[src/rtl/intan_pkg.sv]
// Shared widths, FSM state and FIFO entry type for the Intan MISO capture block.
// Defining MISO_DDR_EN adds the falling-edge word (word_b) to the FIFO entry.
package intan_pkg;
    localparam int CHANNEL_W = 6;
    localparam int WORD_W    = 16;
    localparam int TS_W      = 32;

    localparam logic [4:0] BIT_CNT_MAX   = 5'd17;
    localparam logic [4:0] BIT_CNT_FRAME = 5'd16;

    typedef enum logic [1:0] {
        IDLE,
        SHIFT,
        FLUSH
    } cap_state_t;

    typedef struct packed {
        logic [WORD_W-1:0]    word;
`ifdef MISO_DDR_EN
        logic [WORD_W-1:0]    word_b;
`endif
        logic [CHANNEL_W-1:0] channel;
        logic [TS_W-1:0]      timestamp;
    } fifo_entry_t;

    // Saturating so that any overlong frame can never alias to a valid count.
    function automatic logic [4:0] bit_cnt_inc(input logic [4:0] cnt);
        return (cnt == BIT_CNT_MAX) ? cnt : cnt + 5'd1;
    endfunction
endpackage

[src/rtl/capture_fifo.sv]
// Power-of-two FIFO with first-word-fall-through head; pointers carry one extra
// wrap bit to separate full from empty. A push into a full FIFO is dropped unless a pop coincides.
module capture_fifo #(
    parameter int unsigned DEPTH = 4,
    parameter type         T     = logic [7:0]
) (
    input  logic i_clk,
    input  logic i_rst_n,
    input  logic i_push,
    input  T     i_data,
    input  logic i_pop,
    output T     o_data,
    output logic o_valid,
    output logic o_drop
);
    localparam int unsigned AW = (DEPTH > 1) ? $clog2(DEPTH) : 1;

    T            r_mem [DEPTH];
    logic [AW:0] r_wptr;
    logic [AW:0] r_rptr;
    logic        w_empty;
    logic        w_full;
    logic        w_pop;
    logic        w_push;

    assign w_empty = (r_wptr == r_rptr);
    assign w_full  = (r_wptr[AW] != r_rptr[AW]) && (r_wptr[AW-1:0] == r_rptr[AW-1:0]);
    assign w_pop   = i_pop && !w_empty;
    assign w_push  = i_push && (!w_full || w_pop);
    assign o_valid = !w_empty;
    assign o_data  = r_mem[r_rptr[AW-1:0]];
    assign o_drop  = i_push && !w_push;

    always_ff @(posedge i_clk or negedge i_rst_n) begin
        if (!i_rst_n) begin
            r_wptr <= '0;
            r_rptr <= '0;
            r_mem  <= '{default: '0};
        end else begin
            if (w_push) begin
                r_mem[r_wptr[AW-1:0]] <= i_data;
                r_wptr                <= r_wptr + 1'b1;
            end
            if (w_pop) begin
                r_rptr <= r_rptr + 1'b1;
            end
        end
    end
endmodule

[src/rtl/intan_miso_capture.sv]
// Captures one 16-bit MISO word per CS frame, tags it with channel/timestamp and queues it.
// Defining MISO_DDR_EN also captures a falling-edge word, exposed on out_data_b.
module intan_miso_capture
    import intan_pkg::*;
#(
    parameter int unsigned FIFO_DEPTH = 4,
    parameter int unsigned MISO_DELAY = 0
) (
    input  logic                 clk,
    input  logic                 reset,
    input  logic                 CS,
    input  logic                 SCLK,
    input  logic                 MISO,
    input  logic [CHANNEL_W-1:0] channel,
    input  logic [TS_W-1:0]      timestamp,
    output logic [WORD_W-1:0]    out_data,
`ifdef MISO_DDR_EN
    output logic [WORD_W-1:0]    out_data_b,
`endif
    output logic [CHANNEL_W-1:0] out_channel,
    output logic [TS_W-1:0]      out_timestamp,
    output logic                 out_valid,
    input  logic                 out_ready,
    output logic                 overflow,
    output logic                 frame_error
);
    localparam int unsigned PW = MISO_DELAY + 1;
    typedef logic [PW-1:0] pend_t;

    cap_state_t           r_state;
    cap_state_t           w_next;
    logic                 r_cs_d;
    logic                 r_sclk_d;
    logic                 r_cs_done;
    logic                 r_fall_held;
    pend_t                r_pend_r;
    logic [WORD_W-1:0]    r_word;
    logic [4:0]           r_cnt;
    logic [CHANNEL_W-1:0] r_chan;
    logic [TS_W-1:0]      r_ts;
    logic                 r_overflow;
    logic                 r_frame_error;
    logic                 w_cs_fall;
    logic                 w_cs_rise;
    logic                 w_sclk_rise;
    logic                 w_smp_r;
    logic                 w_drain_busy;
    logic                 w_frame_ok;
    logic                 w_start;
    logic                 w_shift_en;
    logic                 w_push;
    logic                 w_bad;
    logic                 w_drop;
    fifo_entry_t          w_wr_entry;
    fifo_entry_t          w_head;

    assign w_cs_fall   = !CS && r_cs_d;
    assign w_cs_rise   = CS && !r_cs_d;
    assign w_sclk_rise = SCLK && !r_sclk_d;
    assign w_smp_r     = r_pend_r[MISO_DELAY];

`ifdef MISO_DDR_EN
    pend_t             r_pend_f;
    logic [WORD_W-1:0] r_word_b;
    logic [4:0]        r_cnt_b;
    logic              w_sclk_fall;
    logic              w_smp_f;

    assign w_sclk_fall  = !SCLK && r_sclk_d;
    assign w_smp_f      = r_pend_f[MISO_DELAY];
    assign w_drain_busy = (|r_pend_r) || (|r_pend_f);
    assign w_frame_ok   = (r_cnt == BIT_CNT_FRAME) && (r_cnt_b == BIT_CNT_FRAME);

    always_ff @(posedge clk or negedge reset) begin
        if (!reset) begin
            r_pend_f <= '0;
            r_word_b <= '0;
            r_cnt_b  <= '0;
        end else begin
            r_pend_f <= (r_pend_f << 1) | pend_t'(w_shift_en && w_sclk_fall);
            if (w_start) begin
                r_word_b <= '0;
                r_cnt_b  <= '0;
            end else if (w_smp_f) begin
                r_word_b <= {r_word_b[WORD_W-2:0], MISO};
                r_cnt_b  <= bit_cnt_inc(r_cnt_b);
            end
        end
    end
`else
    assign w_drain_busy = |r_pend_r;
    assign w_frame_ok   = (r_cnt == BIT_CNT_FRAME);
`endif

    always_ff @(posedge clk or negedge reset) begin
        if (!reset) begin
            r_state <= IDLE;
        end else begin
            r_state <= w_next;
        end
    end

    // FLUSH waits for the sample delay line to drain so late bits still count.
    always_comb begin
        w_next = r_state;
        case (r_state)
            IDLE:    if (w_cs_fall || r_fall_held) w_next = SHIFT;
            SHIFT:   if ((w_cs_rise || r_cs_done) && !w_drain_busy) w_next = FLUSH;
            FLUSH:   w_next = IDLE;
            default: w_next = IDLE;
        endcase
    end

    always_comb begin
        w_start    = 1'b0;
        w_shift_en = 1'b0;
        w_push     = 1'b0;
        w_bad      = 1'b0;
        case (r_state)
            IDLE:  w_start = w_cs_fall || r_fall_held;
            SHIFT: w_shift_en = !CS && !r_cs_done;
            FLUSH: begin
                w_push = w_frame_ok;
                w_bad  = !w_frame_ok;
            end
            default: ;
        endcase
    end

    always_ff @(posedge clk or negedge reset) begin
        if (!reset) begin
            r_cs_d        <= 1'b0;
            r_sclk_d      <= 1'b0;
            r_cs_done     <= 1'b0;
            r_fall_held   <= 1'b0;
            r_pend_r      <= '0;
            r_word        <= '0;
            r_cnt         <= '0;
            r_chan        <= '0;
            r_ts          <= '0;
            r_overflow    <= 1'b0;
            r_frame_error <= 1'b0;
        end else begin
            r_cs_d   <= CS;
            r_sclk_d <= SCLK;
            r_pend_r <= (r_pend_r << 1) | pend_t'(w_shift_en && w_sclk_rise);
            if (w_start) begin
                r_chan      <= channel;
                r_ts        <= timestamp;
                r_word      <= '0;
                r_cnt       <= '0;
                r_cs_done   <= 1'b0;
                r_fall_held <= 1'b0;
            end else begin
                // A new frame starting before IDLE is reached is replayed from IDLE.
                if (r_state != IDLE && w_cs_fall) r_fall_held <= 1'b1;
                if (r_state == SHIFT && w_cs_rise) r_cs_done <= 1'b1;
                if (w_smp_r) begin
                    r_word <= {r_word[WORD_W-2:0], MISO};
                    r_cnt  <= bit_cnt_inc(r_cnt);
                end
            end
            if (r_state == FLUSH) r_cs_done <= 1'b0;
            if (w_bad) r_frame_error <= 1'b1;
            if (w_drop) r_overflow <= 1'b1;
        end
    end

    always_comb begin
        w_wr_entry           = '0;
        w_wr_entry.word      = r_word;
`ifdef MISO_DDR_EN
        w_wr_entry.word_b    = r_word_b;
`endif
        w_wr_entry.channel   = r_chan;
        w_wr_entry.timestamp = r_ts;
    end

    capture_fifo #(
        .DEPTH (FIFO_DEPTH),
        .T     (fifo_entry_t)
    ) u_fifo (
        .i_clk   (clk),
        .i_rst_n (reset),
        .i_push  (w_push),
        .i_data  (w_wr_entry),
        .i_pop   (out_ready),
        .o_data  (w_head),
        .o_valid (out_valid),
        .o_drop  (w_drop)
    );

    assign out_data      = w_head.word;
`ifdef MISO_DDR_EN
    assign out_data_b    = w_head.word_b;
`endif
    assign out_channel   = w_head.channel;
    assign out_timestamp = w_head.timestamp;
    assign overflow      = r_overflow;
    assign frame_error   = r_frame_error;
endmodule

[config.mk]
export PLATFORM = sky130hd
export DESIGN_NAME = intan_miso_capture
export DESIGN_NICKNAME = d
export VERILOG_FILES = /design/src/rtl/intan_pkg.sv /design/src/rtl/capture_fifo.sv /design/src/rtl/intan_miso_capture.sv
export SDC_FILE = /design/constraint.sdc
export NUM_CORES = 1
export LEC_CHECK = 0
export CAP_MARGIN = 10
export CORE_MARGIN = 2
export CORE_UTILIZATION = 40
export DETAILED_ROUTE_END_ITERATION = 7
export PLACE_DENSITY = 0.67
export SKIP_LAST_GASP = 1
export SLEW_MARGIN = 20
export SYNTH_ARGS = -nofsm -noshare
export SYNTH_HDL_FRONTEND = slang
export SYNTH_SLANG_ARGS = --single-unit
[constraint.sdc]
create_clock -name clk -period 2.8 [get_ports clk]
set_input_delay 0.56 -clock clk [delete_from_list [all_inputs] [get_ports clk]]
set_output_delay 0.56 -clock clk [all_outputs]
set_load 0.03 [all_outputs]
* Yosys cells after proc, flatten, opt, wreduce, memory -nomap -nowiden *
Cells that the tools add are included.
W data, S select, Z words.

storage, ports and cells
  output and inout bits = 57
  bits in registers = 290
  input port bits = 44
  word-level logic and storage cells = 99

cells by class
  magnitude comparators = 3
  reductions and logical operators = 32
  add/sub/neg operators = 3
  bitwise logic cells = 2
  multiplexer cells = 23
  eq/ne operators = 10

operator list
  cell                   number
  $bwmux W216            1
  $mux W54               3
  $bmux W54 S2           1
  $demux W54 S2          1
  $mux W16               2
  $mux W5                3
  $logic_and A1 B1 Y1    13
  $eq A5 B5 Y1 const B   2
  $logic_not A1 Y1       9
  $mux W1                9
  $add A3 B1 Y3 const B  2
  $ge A3 B3 Y1 const B   2
  $ne A2 B2 Y1 const B   3
  $not A2 Y3             2
  $reduce_bool A2 Y1     3
  $add A5 B1 Y5 const B  1
  $mux W2                2
  $pmux W2 S2            1
  $reduce_and A2 Y1      2
  $eq A3 B3 Y1           1
  $logic_or A1 B1 Y1     3
  $lt A3 B1 Y1 const B   1
  $reduce_bool A3 Y1     1
  $eq A2 B1 Y1 const B   1
  4 further kinds        4

* Depth between registers and ports, before layout *
  depth after elaboration = 7
  mapped depth = 7
  gate-level depth less buffers = 6

* By module *
Synthesis repeated with hierarchy kept, for this count alone.

unflattened totals
  cell total of the unflattened synthesis = 752
  area, all modules = 12,907.4 um^2

modules (own cells, without submodules)
  module              area each (um^2)  times used  cells an instance  sequential area each (um^2)
  capture_fifo        10,045.9          1           559                5,555.3
  intan_miso_capture  2,861.5           1           193                1,701.6

* Worst setup path after synthesis *
OpenSTA, ideal clock, no wires.

  path kind = flip-flop to output port
  start = register u_fifo.r_rptr[0]
  end = output out_channel[1]
  setup slack = 490 ps
  required time = 2,240 ps
  data arrival time = 1,750 ps
  cell stages (with the launch flop) = 4
  buffers on the path = 2
  cell sequence = dfrtp_1 -> clkbuf_1 -> buf_2 -> mux4_2

between the ends
  longest elaborated chain between the ends = 4

RTL lines
  item                                         RTL line                  text
  start: declaration                           capture_fifo.sv:20        logic [AW:0] r_rptr;
  start signal: assignment                     capture_fifo.sv:45        r_rptr <= r_rptr + 1'b1;
  $not A2 Y3 (not written as such)             capture_fifo.sv:31        assign o_data = r_mem[r_rptr[AW-1:0]];
  $bmux W54 S2                                 capture_fifo.sv:31
  $mux W54 (not written as such) (2 in a row)  capture_fifo.sv:31
  end: declaration                             intan_miso_capture.sv:20  output logic [CHANNEL_W-1:0] out_channel,

Every way passes these cells. The select of a mux whose other input is x is not followed.

* Worst setup path in the final report *
  start = register u_fifo.r_rptr[0]
  end = output out_timestamp[6]

between the ends
  longest elaborated chain between the ends = 4

RTL lines
  item                                         RTL line                  text
  $not A2 Y3 (not written as such)             capture_fifo.sv:31
  $bmux W54 S2                                 capture_fifo.sv:31
  $mux W54 (not written as such) (2 in a row)  capture_fifo.sv:31
  end: declaration                             intan_miso_capture.sv:21  output logic [TS_W-1:0] out_timestamp,

Every way passes these cells. The select of a mux whose other input is x is not followed.

==> metrics.md <==
| Metric | Value |
|---|---|
| Post-route design area | `about 0.015 mm²` |
| Starting DRT DRC Count | `approximately 310` |
| Post-Syn Nets | `800` |
| Total core area | `0.03131 mm²` |
| Setup crit end | `out_timestamp[6]` |
| Post-route ant nets | `0` |
| Rel. slew slack | `64.83%` |
| CTS root buf | `clkbuf_16` |
| Prevailing post-synth register cell | `dfrtp_1` |
| Largest net degree at the start of global routing | `70` |
| Clock transition at path regs | `~60 ps` |
| Final period util | `99.49%` |
| Global-route usage over all layers | `15.63%` |
| Fraction of layout cells with a size suffix above 1 | `48.46%` |
| CP required | `2240 ps` |
| Synth warn | `0` |
| Initial Utilization | `40.30%` |
| Setup slack, reg-to-reg | `between 300 and 400 ps` |
| Top cell type's share of synthesized area | `between 50% and 60%` |
| Reg2Reg Launch Point | `u_fifo.r_rptr[0]` |
| TritonRoute pass-1 iters | `6` |
| Area Overhead vs Synth | `21.62%` |
| Worst hold slack | `485.1 ps` |
| # DRC | `0` |
| Post-layout nets | `940` |
| Reg2reg end | `u_fifo.r_mem[136]` |
| Die width | `181.6 µm` |
| I/O pin cnt | `101` |
| Skew-Pair Late Insertion Delay | `550 ps` |
| Status | `finished, final reports clean` |
| # rows | `65` |
| Distinct cells, synth | `32` |
| RSZ-0062 raised after global routing | `yes` |
| Worst-margin pin slew | `527.6 ps` |
| Arrival @ worst endpoint | `2230 ps` |
| FFs w/ async S/R, synth | `100.0%` |
| Crit. End Element | `output port` |
| Syn avg cell area | `~17 µm²` |
| Crit-path max FO | `7` |
| Largest buffer count on any clock path | `3` |
| Flops & latches, synth | `290` |
| Detailed Route WL | `24990 µm` |
| Via/cell ratio | `5.112` |
| Max Clk Rate | `0.3590 GHz` |
| Post-Syn Instances | `748` |
| Seq/Total Area, Yosys | `57.51%` |
| Crit. Startpoint | `u_fifo.r_rptr[0]` |
| Worst vdd ir | `around 630 µV` |
| Die ar. | `approximately 0.033 mm²` |
| TritonCTS buffer count | `31` |
| Final min period | `about 2800 ps` |
| CTS H-tree depth | `1` |
| PwrDens | `about 790 mW/mm²` |
| CTS tree | `built` |
| Most common cell on crit path | `buf_4` |
| Worst Reg-to-Reg Cells | `7` |
| Post-DP HPWL | `around 15000 µm` |
| Final Hold Fails | `0` |
| I/O Buffers | `100` |
| Die Ht | `181.6 µm` |
| Global-route wire length before repair | `41040 µm` |
| Critical path type | `flop to output port` |
| Leak Pwr | `about 7.6 nW` |
| Leading post-synthesis cells by cell area | `dfrtp_1 (58%), mux2_2 (17%), mux4_2 (9.6%)` |
| CTS sink count | `290` |
| Worst setup SP type | `flop` |
| Worst path max stage delay | `between 500 and 600 ps` |
| Clock Skew | `10.51 ps` |
| Slew Viols, Final | `0` |
| Vias in the first global route | `7274` |
| Cell at the slowest stage of the critical path | `dfrtp_4` |
| Antenna violations before repair | `4` |
| Mapped cell area | `roughly 0.013 mm²` |
| CP Cell Sequence | `buf_4 -> clkbuf_16 -> buf_4 -> mux4_2 -> buf_2` |
| Worst min path class | `flop to flop` |
| Number of synthesized flops with an enable pin | `0` |
| # setup viols final | `0` |
| WL per Instance | `between 15 and 20 µm` |
| Area leader, netlist | `dfrtp_1` |
| Grt ovf | `0` |
| Area post-placement | `about 0.014 mm²` |
| Max-cap violations | `0` |
| Routability Congestion | `0.7296` |
| Total number of vias | `slightly below 7000` |
[flip-flops by register name, summed over array words and instances (netlist names)]
signal	cells
r_cs_done	1
overflow	1
r_word	16
u_fifo.r_rptr	3
r_fall_held	1
r_chan	6
u_fifo.r_mem	216
frame_error	1
r_cs_d	1
r_sclk_d	1
r_pend_r	1
u_fifo.r_wptr	3
r_ts	32
r_state	2
r_cnt	5
[repair_timing]
action	CTS	global route
hold endpoints to repair	58	0
gates resized for setup	106	34
setup buffers	6	13
setup endpoints to repair	47	20
cloned	0	1
hold buffers	1	0
[cell families after synthesis]
family,count (synthesis),share of synthesized area [%]
flip-flops,290,57.51
adder cells (fa/ha/maj),8,0.7932
XOR/XNOR,11,0.7634
multiplexers,326,35.20
buffers and inverters,50,2.746
AND/OR/NAND/NOR,52,2.390
AO/OA/AOI/OAI,11,0.6048
[layout by cell type (no fill, tap or decap), types with 19 or more instances in the layout]
master / instances
dfrtp_1: 288
buf_4: 42
mux4_2: 54
mux2_2: 193
nor2_1: 25
buf_12: 19
clkdlybuf4s50_1: 44
mux2_4: 49
clkbuf_16: 32
dlygate4sd2_1: 22
[where the power goes]
group	internal [mW]	switching [mW]	leakage, nW
logic	1.54	1.27	3.15
registers	4.73	0.576	3.93
clock network	2.35	1.66	0.503
[per-stage QoR]
stage / setup WS [ps] / util, % / setup TNS [ps] / power [mW] / std cells
detailed placement: 179.2 / 45.47 / 0 / 7.986 / 1236
finish: 14.39 / 49.02 / 0 / 12.12 / 1315
global route: -55.80 / 49.01 / -202.2 / 12.76 / 1314
global placement: 183.0 / 45.47 / 0 / 7.937 / 1236
CTS: -94.67 / 48.56 / -359.8 / 12.08 / 1300
floorplan: 490.4 / - / 0 / 6.966 / 748
[worst min-delay path by stage]
stage | from | end | slack [ps] | depth (start not counted)
4_1_cts | SCLK | r_sclk_d | 480 | 1
6_report | frame_error | frame_error | 490 | 1
2_1_floorplan | reset | frame_error | 260 | 0
3_3_place_gp | frame_error | frame_error | 470 | 1
5_1_grt | SCLK | r_sclk_d | 480 | 1
3_5_place_dp | frame_error | frame_error | 470 | 1
[layer usage]
metal  share of wire [%]  vias up  global-route usage [%]
met5               0.092        -                       0
met4                 1.6        4                   3.382
met3                 6.4       30                   4.653
met2                  46      109                   24.93
met1                  45     3556                   21.30
li1                    -     3023                       -
[synth_stat cells, types with 2 or more instances]
master	count
buf_2	7
nand2b_1	3
mux2i_1	17
o31ai_1	2
mux4_2	54
o311ai_0	2
mux2_1	13
buf_1	5
o21bai_1	2
mux2_4	49
buf_6	20
clkbuf_1	12
nand2_1	6
xor2_1	6
inv_1	6
dfrtp_1	290
ha_1	8
xnor2_1	5
mux2_2	193
nand3_4	4
nand4_1	3
o21ai_0	2
nor2_1	26
a21oi_1	2
nor3_1	4
[worst max-delay path: cells and delay by family (launching register included)]
family,cells,cell delay [ps]
buffers and inverters,4,710
multiplexers,1,410
flip-flops,1,550
[area by class of cell]
cell class / count / area, µm²
fillers: 2605 / 15960
flip-flops and latches: 290 / 7262
multi-input cells: 408 / 5024
repair buffers: 151 / 1524
clock buffers: 40 / 859.6
well taps: 402 / 503.0
clock inverters: 17 / 151.4
inverters: 6 / 22.52
diodes: 1 / 2.502
(Power assumes the default switching activity.)
